$ cat src/rtl/seg_pkg.sv
// Shared seven-segment definitions: active-high patterns ordered g..a (bit6=g .. bit0=a).
// Used by both the segment driver and the scan decoder so the two stay in lockstep.
package seg_pkg;

  localparam int SEG_W = 7;

  localparam logic [SEG_W-1:0] SEG_0     = 7'b0111111;
  localparam logic [SEG_W-1:0] SEG_1     = 7'b0000110;
  localparam logic [SEG_W-1:0] SEG_2     = 7'b1011011;
  localparam logic [SEG_W-1:0] SEG_3     = 7'b1001111;
  localparam logic [SEG_W-1:0] SEG_4     = 7'b1100110;
  localparam logic [SEG_W-1:0] SEG_5     = 7'b1101101;
  localparam logic [SEG_W-1:0] SEG_6     = 7'b1111101;
  localparam logic [SEG_W-1:0] SEG_7     = 7'b0000111;
  localparam logic [SEG_W-1:0] SEG_8     = 7'b1111111;
  localparam logic [SEG_W-1:0] SEG_9     = 7'b1101111;
  localparam logic [SEG_W-1:0] SEG_A     = 7'b1110111;
  localparam logic [SEG_W-1:0] SEG_B     = 7'b1111100;
  localparam logic [SEG_W-1:0] SEG_C     = 7'b0111001;
  localparam logic [SEG_W-1:0] SEG_D     = 7'b1011110;
  localparam logic [SEG_W-1:0] SEG_E     = 7'b1111001;
  localparam logic [SEG_W-1:0] SEG_F     = 7'b1110001;
  localparam logic [SEG_W-1:0] SEG_BLANK = 7'b0000000;

  // Result of decoding one settled digit.
  typedef struct packed {
    logic [3:0] nibble;
    logic       blank;
    logic       err;
  } seg_dec_t;

endpackage

$ cat src/rtl/seg_pattern_decode.sv
// Combinational inverse of the hex-to-segment table: active-high g..a pattern in,
// nibble plus blank/error classification out.
module seg_pattern_decode
  import seg_pkg::*;
(
  input  logic [SEG_W-1:0] pattern,
  output logic [3:0]       nibble,
  output logic             is_blank,
  output logic             is_err
);

  always_comb begin
    nibble   = 4'h0;
    is_blank = 1'b0;
    is_err   = 1'b0;
    case (pattern)
      SEG_0:     nibble = 4'h0;
      SEG_1:     nibble = 4'h1;
      SEG_2:     nibble = 4'h2;
      SEG_3:     nibble = 4'h3;
      SEG_4:     nibble = 4'h4;
      SEG_5:     nibble = 4'h5;
      SEG_6:     nibble = 4'h6;
      SEG_7:     nibble = 4'h7;
      SEG_8:     nibble = 4'h8;
      SEG_9:     nibble = 4'h9;
      SEG_A:     nibble = 4'hA;
      SEG_B:     nibble = 4'hB;
      SEG_C:     nibble = 4'hC;
      SEG_D:     nibble = 4'hD;
      SEG_E:     nibble = 4'hE;
      SEG_F:     nibble = 4'hF;
      SEG_BLANK: is_blank = 1'b1;
      default:   is_err = 1'b1;
    endcase
  end

endmodule

$ cat src/rtl/seg_scan_decoder.sv
// Monitors a multiplexed active-low seven-segment bus and recovers the displayed hex frame.
// Define SEGDEC_SYNC_EN to insert a two-flop synchronizer on seg/an for external pins.
module seg_scan_decoder
  import seg_pkg::*;
#(
  parameter int NDIG       = 4,
  parameter int STABLE_CYC = 4
) (
  input  logic                clk,
  input  logic                rst_n,
  input  logic [SEG_W-1:0]    seg,
  input  logic [NDIG-1:0]     an,
  output logic [4*NDIG-1:0]   hex_word,
  output logic [NDIG-1:0]     blank,
  output logic [NDIG-1:0]     err,
  output logic                frame_valid
);

  localparam int          SW      = NDIG + SEG_W;
  localparam logic [7:0]  CNT_MAX = 8'(STABLE_CYC);

  function automatic logic [7:0] sat_inc(input logic [7:0] v);
    return (v >= CNT_MAX) ? v : v + 8'd1;
  endfunction

  logic [SW-1:0] sample;

`ifdef SEGDEC_SYNC_EN
  // Synchronizer stages; reset to all-ones so the bus looks idle (everything off).
  logic [SW-1:0] sync_p0;
  logic [SW-1:0] sync_p1;

  always_ff @(posedge clk or negedge rst_n) begin
    if (!rst_n) begin
      sync_p0 <= '1;
      sync_p1 <= '1;
    end else begin
      sync_p0 <= {an, seg};
      sync_p1 <= sync_p0;
    end
  end

  assign sample = sync_p1;
`else
  assign sample = {an, seg};
`endif

  logic [SW-1:0]      prev_p1;
  logic [7:0]         cnt_p1;
  logic [4*NDIG-1:0]  shadow_hex;
  logic [NDIG-1:0]    shadow_blank;
  logic [NDIG-1:0]    shadow_err;
  logic [NDIG-1:0]    captured;

  logic               same;
  logic [7:0]         cnt_next;
  logic               accept;
  logic [NDIG-1:0]    sel;
  logic               capture;
  logic               emit;
  logic [NDIG-1:0]    cap_base;
  seg_dec_t           dec;

  // Stability filter: accept only on the edge the run length first reaches STABLE_CYC.
  assign same     = (sample == prev_p1);
  assign cnt_next = same ? sat_inc(cnt_p1) : 8'd1;
  assign accept   = same && (cnt_p1 == (CNT_MAX - 8'd1));

  assign sel      = ~sample[SW-1:SEG_W];
  assign capture  = accept && $onehot(sel);
  assign emit     = &captured;
  assign cap_base = emit ? '0 : captured;

  seg_pattern_decode u_decode (
    .pattern  (~sample[SEG_W-1:0]),
    .nibble   (dec.nibble),
    .is_blank (dec.blank),
    .is_err   (dec.err)
  );

  always_ff @(posedge clk or negedge rst_n) begin
    if (!rst_n) begin
      prev_p1      <= '0;
      cnt_p1       <= '0;
      shadow_hex   <= '0;
      shadow_blank <= '0;
      shadow_err   <= '0;
      captured     <= '0;
      hex_word     <= '0;
      blank        <= '0;
      err          <= '0;
      frame_valid  <= 1'b0;
    end else begin
      prev_p1     <= sample;
      cnt_p1      <= cnt_next;
      frame_valid <= emit;

      // Emission publishes the pre-edge shadow; a same-edge capture lands in the next frame.
      if (emit) begin
        hex_word <= shadow_hex;
        blank    <= shadow_blank;
        err      <= shadow_err;
      end

      if (capture) begin
        for (int i = 0; i < NDIG; i++) begin
          if (sel[i]) begin
            shadow_hex[4*i +: 4] <= dec.nibble;
            shadow_blank[i]      <= dec.blank;
            shadow_err[i]        <= dec.err;
          end
        end
        captured <= cap_base | sel;
      end else begin
        captured <= cap_base;
      end
    end
  end

endmodule

$ cat config.mk
export PLATFORM = sky130hd
export DESIGN_NAME = seg_scan_decoder
export DESIGN_NICKNAME = d
export VERILOG_FILES = /design/src/rtl/seg_pkg.sv /design/src/rtl/seg_pattern_decode.sv /design/src/rtl/seg_scan_decoder.sv
export SDC_FILE = /design/constraint.sdc
export NUM_CORES = 1
export LEC_CHECK = 0
export ABC_AREA = 1
export ABC_CLOCK_PERIOD_IN_PS = 2000
export BUFFER_PORTS_ARGS = -buffer_cell sky130_fd_sc_hd__buf_4
export CORE_ASPECT_RATIO = 0.6
export CORE_MARGIN = 2
export CORE_UTILIZATION = 55
export CTS_BUF_LIST = sky130_fd_sc_hd__clkbuf_4
export DETAILED_ROUTE_END_ITERATION = 10
export PLACE_DENSITY = 0.87
export SYNTH_ARGS = -nofsm -noshare
export SYNTH_HDL_FRONTEND = slang
export SYNTH_HIERARCHICAL = 1
export SYNTH_SLANG_ARGS = --single-unit
$ cat constraint.sdc
create_clock -name clk -period 2 [get_ports clk]
set_input_delay 0 -clock clk [delete_from_list [all_inputs] [get_ports clk]]
set_output_delay 0 -clock clk [all_outputs]
set_load 0.01 [all_outputs]
# Word level (Yosys, flattened, before mapping)
# Cells that the tools add are included.
# word_totals
regBits	72
output_inout_bits	25
word_cells	63
# op_classes
addsub	4
magnitude_cmp	1
n_eq_ne	20
n_mux	7
bitwise_logic	3
reduce_logical	9
# op_table
cell	n
equality test 7 bit (second input constant)	12
case mux 4 bit (15 select lines)	1
OR reduction 17 bit	1
two-way mux 8 bit	2
equality test 7 x 3 -> 1 bit (second input constant)	2
equality test 7 x 6 -> 1 bit (second input constant)	2
equality test 11 bit	1
adder 8 x 1 -> 8 bit (second input constant)	1
equality test 8 x 2 -> 1 bit (second input constant)	1
>= comparator 8 x 3 -> 1 bit (second input constant)	1
two-way mux 4 bit	2
AND reduction 2 bit	4
logical NOT 7 bit	1
NOT 7 bit	1
adder 1 x 1 -> 2 bit	2
NOT 4 bit	1
bitwise OR 4 bit	1
AND reduction 4 bit	1
adder 2 x 2 -> 3 bit	1
equality test 3 x 1 -> 1 bit (second input constant)	1
logical AND 1 bit	2
two-way mux 1 bit	2
inequality test 2 bit (second input constant)	1

# Depth between registers and ports, before layout
# logic_depth
depth_word	6
mapped_depth	11

# Hierarchy
# Netlist, hierarchy kept.
# by_module_without_submodules
mod	n_inst	cells_per_inst	area_each_um2	seq_area_each_um2
seg_scan_decoder	1	338	3037.9	1801.7
seg_pattern_decode	1	75	315.3	0.0

# Worst setup path before layout
# No wires, ideal clock.
# synth_timing
kind	input port to flip-flop
start	input an[0]
end	register shadow_hex[10]
setup_time_ns	0.119
t_arrival_ns	1.898
t_required_ns	1.881
setup_slack_ns	-0.016
stages	10
path_buffers	0
path_cell_list	fa_1 > inv_1 > ha_1 > ha_1 > nor2_1 > nand2_1 > nor3_4 > nand4_2 > nand2_1 > nand2_1
# synth_between
elab_chain_len	6
# synth_rtl
item	line	text
from (decl)	seg_scan_decoder.sv:12	input logic [NDIG-1:0] an,
NOT 4 bit	seg_scan_decoder.sv:69	assign sel = ~sample[SW-1:SEG_W];
adder 1 x 1 -> 2 bit (implied by the code)	seg_scan_decoder.sv:70	assign capture = accept && $onehot(sel);
adder 2 x 2 -> 3 bit (implied by the code)	seg_scan_decoder.sv:70	
equality test 3 x 1 -> 1 bit	seg_scan_decoder.sv:70	
logical AND 1 bit (*)	seg_scan_decoder.sv:70	
AND reduction 2 bit (no source line) (*)	--	
to (signal, indexed assignment)	seg_scan_decoder.sv:108	shadow_hex[4*i +: 4] <= dec.nibble;
to (decl)	seg_scan_decoder.sv:50	logic [4*NDIG-1:0] shadow_hex;
# Every way passes the cells marked *; elsewhere a longest branch is shown, timed or not.
# A chain may end at the register's enable or synchronous reset.

# Worst setup path after layout
# layout_timing
start	input an[2]
end	register shadow_blank[2]
# layout_between
elab_chain_len	6
# layout_rtl
item	line	text
NOT 4 bit	seg_scan_decoder.sv:69	
adder 1 x 1 -> 2 bit (implied by the code)	seg_scan_decoder.sv:70	
adder 2 x 2 -> 3 bit (implied by the code)	seg_scan_decoder.sv:70	
equality test 3 x 1 -> 1 bit	seg_scan_decoder.sv:70	
logical AND 1 bit	seg_scan_decoder.sv:70	
AND reduction 2 bit (no source line) (*)	--	
to (signal, indexed assignment)	seg_scan_decoder.sv:109	shadow_blank[i] <= dec.blank;
to (decl)	seg_scan_decoder.sv:51	logic [NDIG-1:0] shadow_blank;
# Marks and branches as above.

==> results by group <==
Detailed routing
  – Antenna viol nets, final: 0
  – DRT Pass-1 Iters: 6
  – Wire length per cell: 13.0 microns
  – Avg Vias per Cell: 5.22
  – Total number of vias: 2905
  – DRT iter0 DRCs: 237
  – Final wirelength: 7.24 mm
  – DRC violation count after routing: 0

STA
  – Worst setup margin: 187 ps
  – Slew Limit Fails: 0
  – Endpoints failing setup: 0
  – Worst slew pin tran: 860 ps
  – Clk_skew: 14.5 ps
  – Unrepaired setup endpoints after global routing: no
  – Slew headroom: 0.427
  – FMAX: 0.551 GHz
  – Min Tclk post-route: 1810 ps
  – Fin crit share: 0.907
  – Hold Fails Final Rpt: 0

Global route
  – Largest net degree at the start of global routing: 73
  – First-pass GRT wire length: 12.2 mm
  – Gr usage total: 0.231
  – Vias in the first global route: 2767
  – Initial antenna violation count: 0
  – Grt ovf: 0

Layout
  – Area occupied by multi-input gates: 0.00135 sq mm
  – Cell Count, Final, Fillers Out: 556
  – Fillcell total: 446
  – Seq. cell area: 0.00180 sq mm
  – Post-Route Utilization: 0.700
  – Post-route cell area: 0.00401 sq mm
  – Diodes inserted: 0
  – Nets: 489
  – Layout area overhead: 19.6%
  – Share of layout cells above drive strength 1: 0.164

Worst setup path
  – Critical path buffers and inverters: 4
  – Setup CP Type: in -> reg
  – CP Launch Point: an[2]
  – R2R Path Start: prev_p1[6]$_DFF_PN0_
  – FF-to-FF End: shadow_blank[3]$_DFFE_PN0P_
  – Crit path max-delay family: buffers and inverters
  – Worst path cell trace: dlygate4sd3_1, buf_4, inv_2, ha_2, ha_4, nor2_1, nand2_1, nor3_4, buf_4, nand4_1, nand2_1
  – R2r worst-path depth: 9
  – Startpoint Class: input pin
  – CP Capture Type: flop
  – Reg-to-reg setup timing slack: 310 ps
  – Worst EP required: 2390 ps
  – Slowest cell on crit path: dlygate4sd3_1
  – Worst path arrival time: 2200 ps
  – Worst Path Max Fanout: 24
  – Crit path largest cell delay: 540 ps

Synth
  – Synth top area share: 0.537
  – Yosys cell types: 22
  – Post-synthesis sequential area ratio: 0.537
  – Mapped Cells: 413
  – YS warnings: 6
  – Synth area leader: dfrtp_1
  – Syn Std Cell Area: 0.00335 sq mm
  – Top cells by area, synth: dfrtp_1 (54%), nand2_1 (22%), nand4_1 (5.4%), inv_1 (4.6%), nor2_1 (3.4%)
  – Seq cells post-synth: 72
  – Synthesized area per cell: 8.12 sq um
  – Net Count, Synth: 431

CTS
  – Root Buffer: clkbuf_4
  – PostCTS Resize Cnt: 0
  – Num CTS Buffers: 9
  – Clk sinks: 72
  – Clock transition at path regs: 120 ps
  – H-tree depth: 3
  – CTS tree: built
  – Clock Tree Buf Depth: 2
  – Worst-Skew Late Latency: 450 ps

Power
  – Static Leak: 0.00233 uW
  – Worst IR Drop VDD: 391 uV
  – Power per standard cell area: 658 mW/mm^2

Die
  – Die Wd: 105 microns
  – Rows: 21
  – Starting Density: 0.585
  – Ports: 38
  – Die area: 0.00676 sq mm
  – Core area: 0.00573 sq mm
  – Die Y: 64.5 microns

Place
  – Port bufs: 37
  – Post-Place Setup Slack: -236 ps
  – GPL Wtd Cong: 0.875
  – Area after DPL: 0.00373 sq mm
  – Post-DP HPWL: 4.94 mm
  – Placed instance count: 527

Job
  – Max_cap viols: 0

Status
  – Outcome: completed

Hold path
  – Worst min path class: in -> async
==> cell usage after synthesis (all sizes together) <==
| cell type | instances |
|---|---|
| nand2 | 194 |
| dfrtp | 72 |
| inv | 45 |
| nor2 | 35 |
| nand4 | 33 |
| nand3 | 7 |
| buf | 6 |
| xnor2 | 6 |
| a21oi | 5 |
| ha | 4 |
| clkbuf | 3 |
| and2 | 1 |
| fa | 1 |
| nor3 | 1 |
==> worst register-to-register path, cell delays in order, from the launching register on <==
cell and delay, ps:
dfrtp_1 410, inv_1 80, nand2_1 50, nand2_1 60, nand2_1 50, nor2_1 100
nand2_1 150, nor2_2 490, nand4_1 150, nand2_1 90
==> worst max path at each step <==
stage / end / slack, ps / cells past startpoint
finish: shadow_blank[2]$_DFFE_PN0P_ / 190 / 11
global route: cnt_p1[0]$_DFFE_PN0P_ / 8 / 11
CTS: cnt_p1[1]$_DFFE_PN0P_ / 160 / 12
detailed placement: shadow_blank[1]$_DFFE_PN0P_ / -240 / 11
global placement: shadow_hex[5]$_DFFE_PN0P_ / -130 / 11
floorplan: shadow_hex[11]$_DFFE_PN0P_ / 30 / 10
==> per-stage QoR <==
stage | total power [uW] | TNS, ps | hold WS [ps]
finish | 2640 | 0 | 203
global route | 2750 | 0 | 206
CTS | 2650 | 0 | 207
detailed placement | 1690 | -5140 | 130
global placement | 1680 | -3070 | 128
floorplan | 1600 | 0 | -296
==> state kept, by name (all words and copies together) (netlist names) <==
signal,flops
shadow_err,4
shadow_blank,4
captured,4
hex_word,16
cnt_p1,8
shadow_hex,16
frame_valid,1
blank,4
err,4
prev_p1,11
==> kinds of logic (layout without fill, tap and decap cells) <==
kind of cell / Yosys count / count (layout) / share of synthesized area
compound gates: 5 / 5 / 0.00746
xor+xnor: 6 / 6 / 0.0157
buf+inv: 54 / 116 / 0.0672
simple gates: 271 / 272 / 0.351
flops: 72 / 72 / 0.537
fa+ha+maj: 5 / 5 / 0.0209
==> report_power, final <==
group	switching (uW)	leakage [uW]	internal (uW)
clock network	564	0.0000784	395
registers	5.85	0.000976	1470
logic	130	0.00127	75.8
total	700	0.00233	1940
==> metal layers <==
metal / GRT usage / wire (microns) / vias to the layer above
li1: - / - / 1404
met1: 0.301 / 3230 / 1332
met2: 0.368 / 3210 / 149
met3: 0.0744 / 675 / 20
met4: 0.0817 / 131 / 0
met5: 0 / 0 / -
==> what timing repair did <==
action / CTS / global route
endpoints found under the hold margin: 83 / 0
setup endpoints to repair: 0 / 7
buffers inserted: 0 / 0
hold buffers: 12 / 0
==> cell usage in the layout (no fill, tap or decap), types with 2 or more instances in the layout <==
master / n
a21oi_1: 5
buf_4: 43
clkbuf_4: 9
clkinv_4: 2
dfrtp_1: 72
dlygate4sd3_1: 12
ha_1: 2
inv_1: 41
inv_2: 4
nand2_1: 193
nand3_1: 6
nand4_1: 29
nand4_2: 4
nor2_1: 30
nor2_2: 4
nor2_4: 2
xnor2_1: 6
==> final cells by class <==
type	count	area share
Clock buffer	9	0.0169
Clock inverter	7	0.0200
Inverter	45	0.0421
Multi-Input combinational cell	288	0.336
Sequential cell	72	0.449
Tap cell	80	0.0250
Timing Repair Buffer	55	0.110
Note: power is estimated with default switching activity, not from simulation.
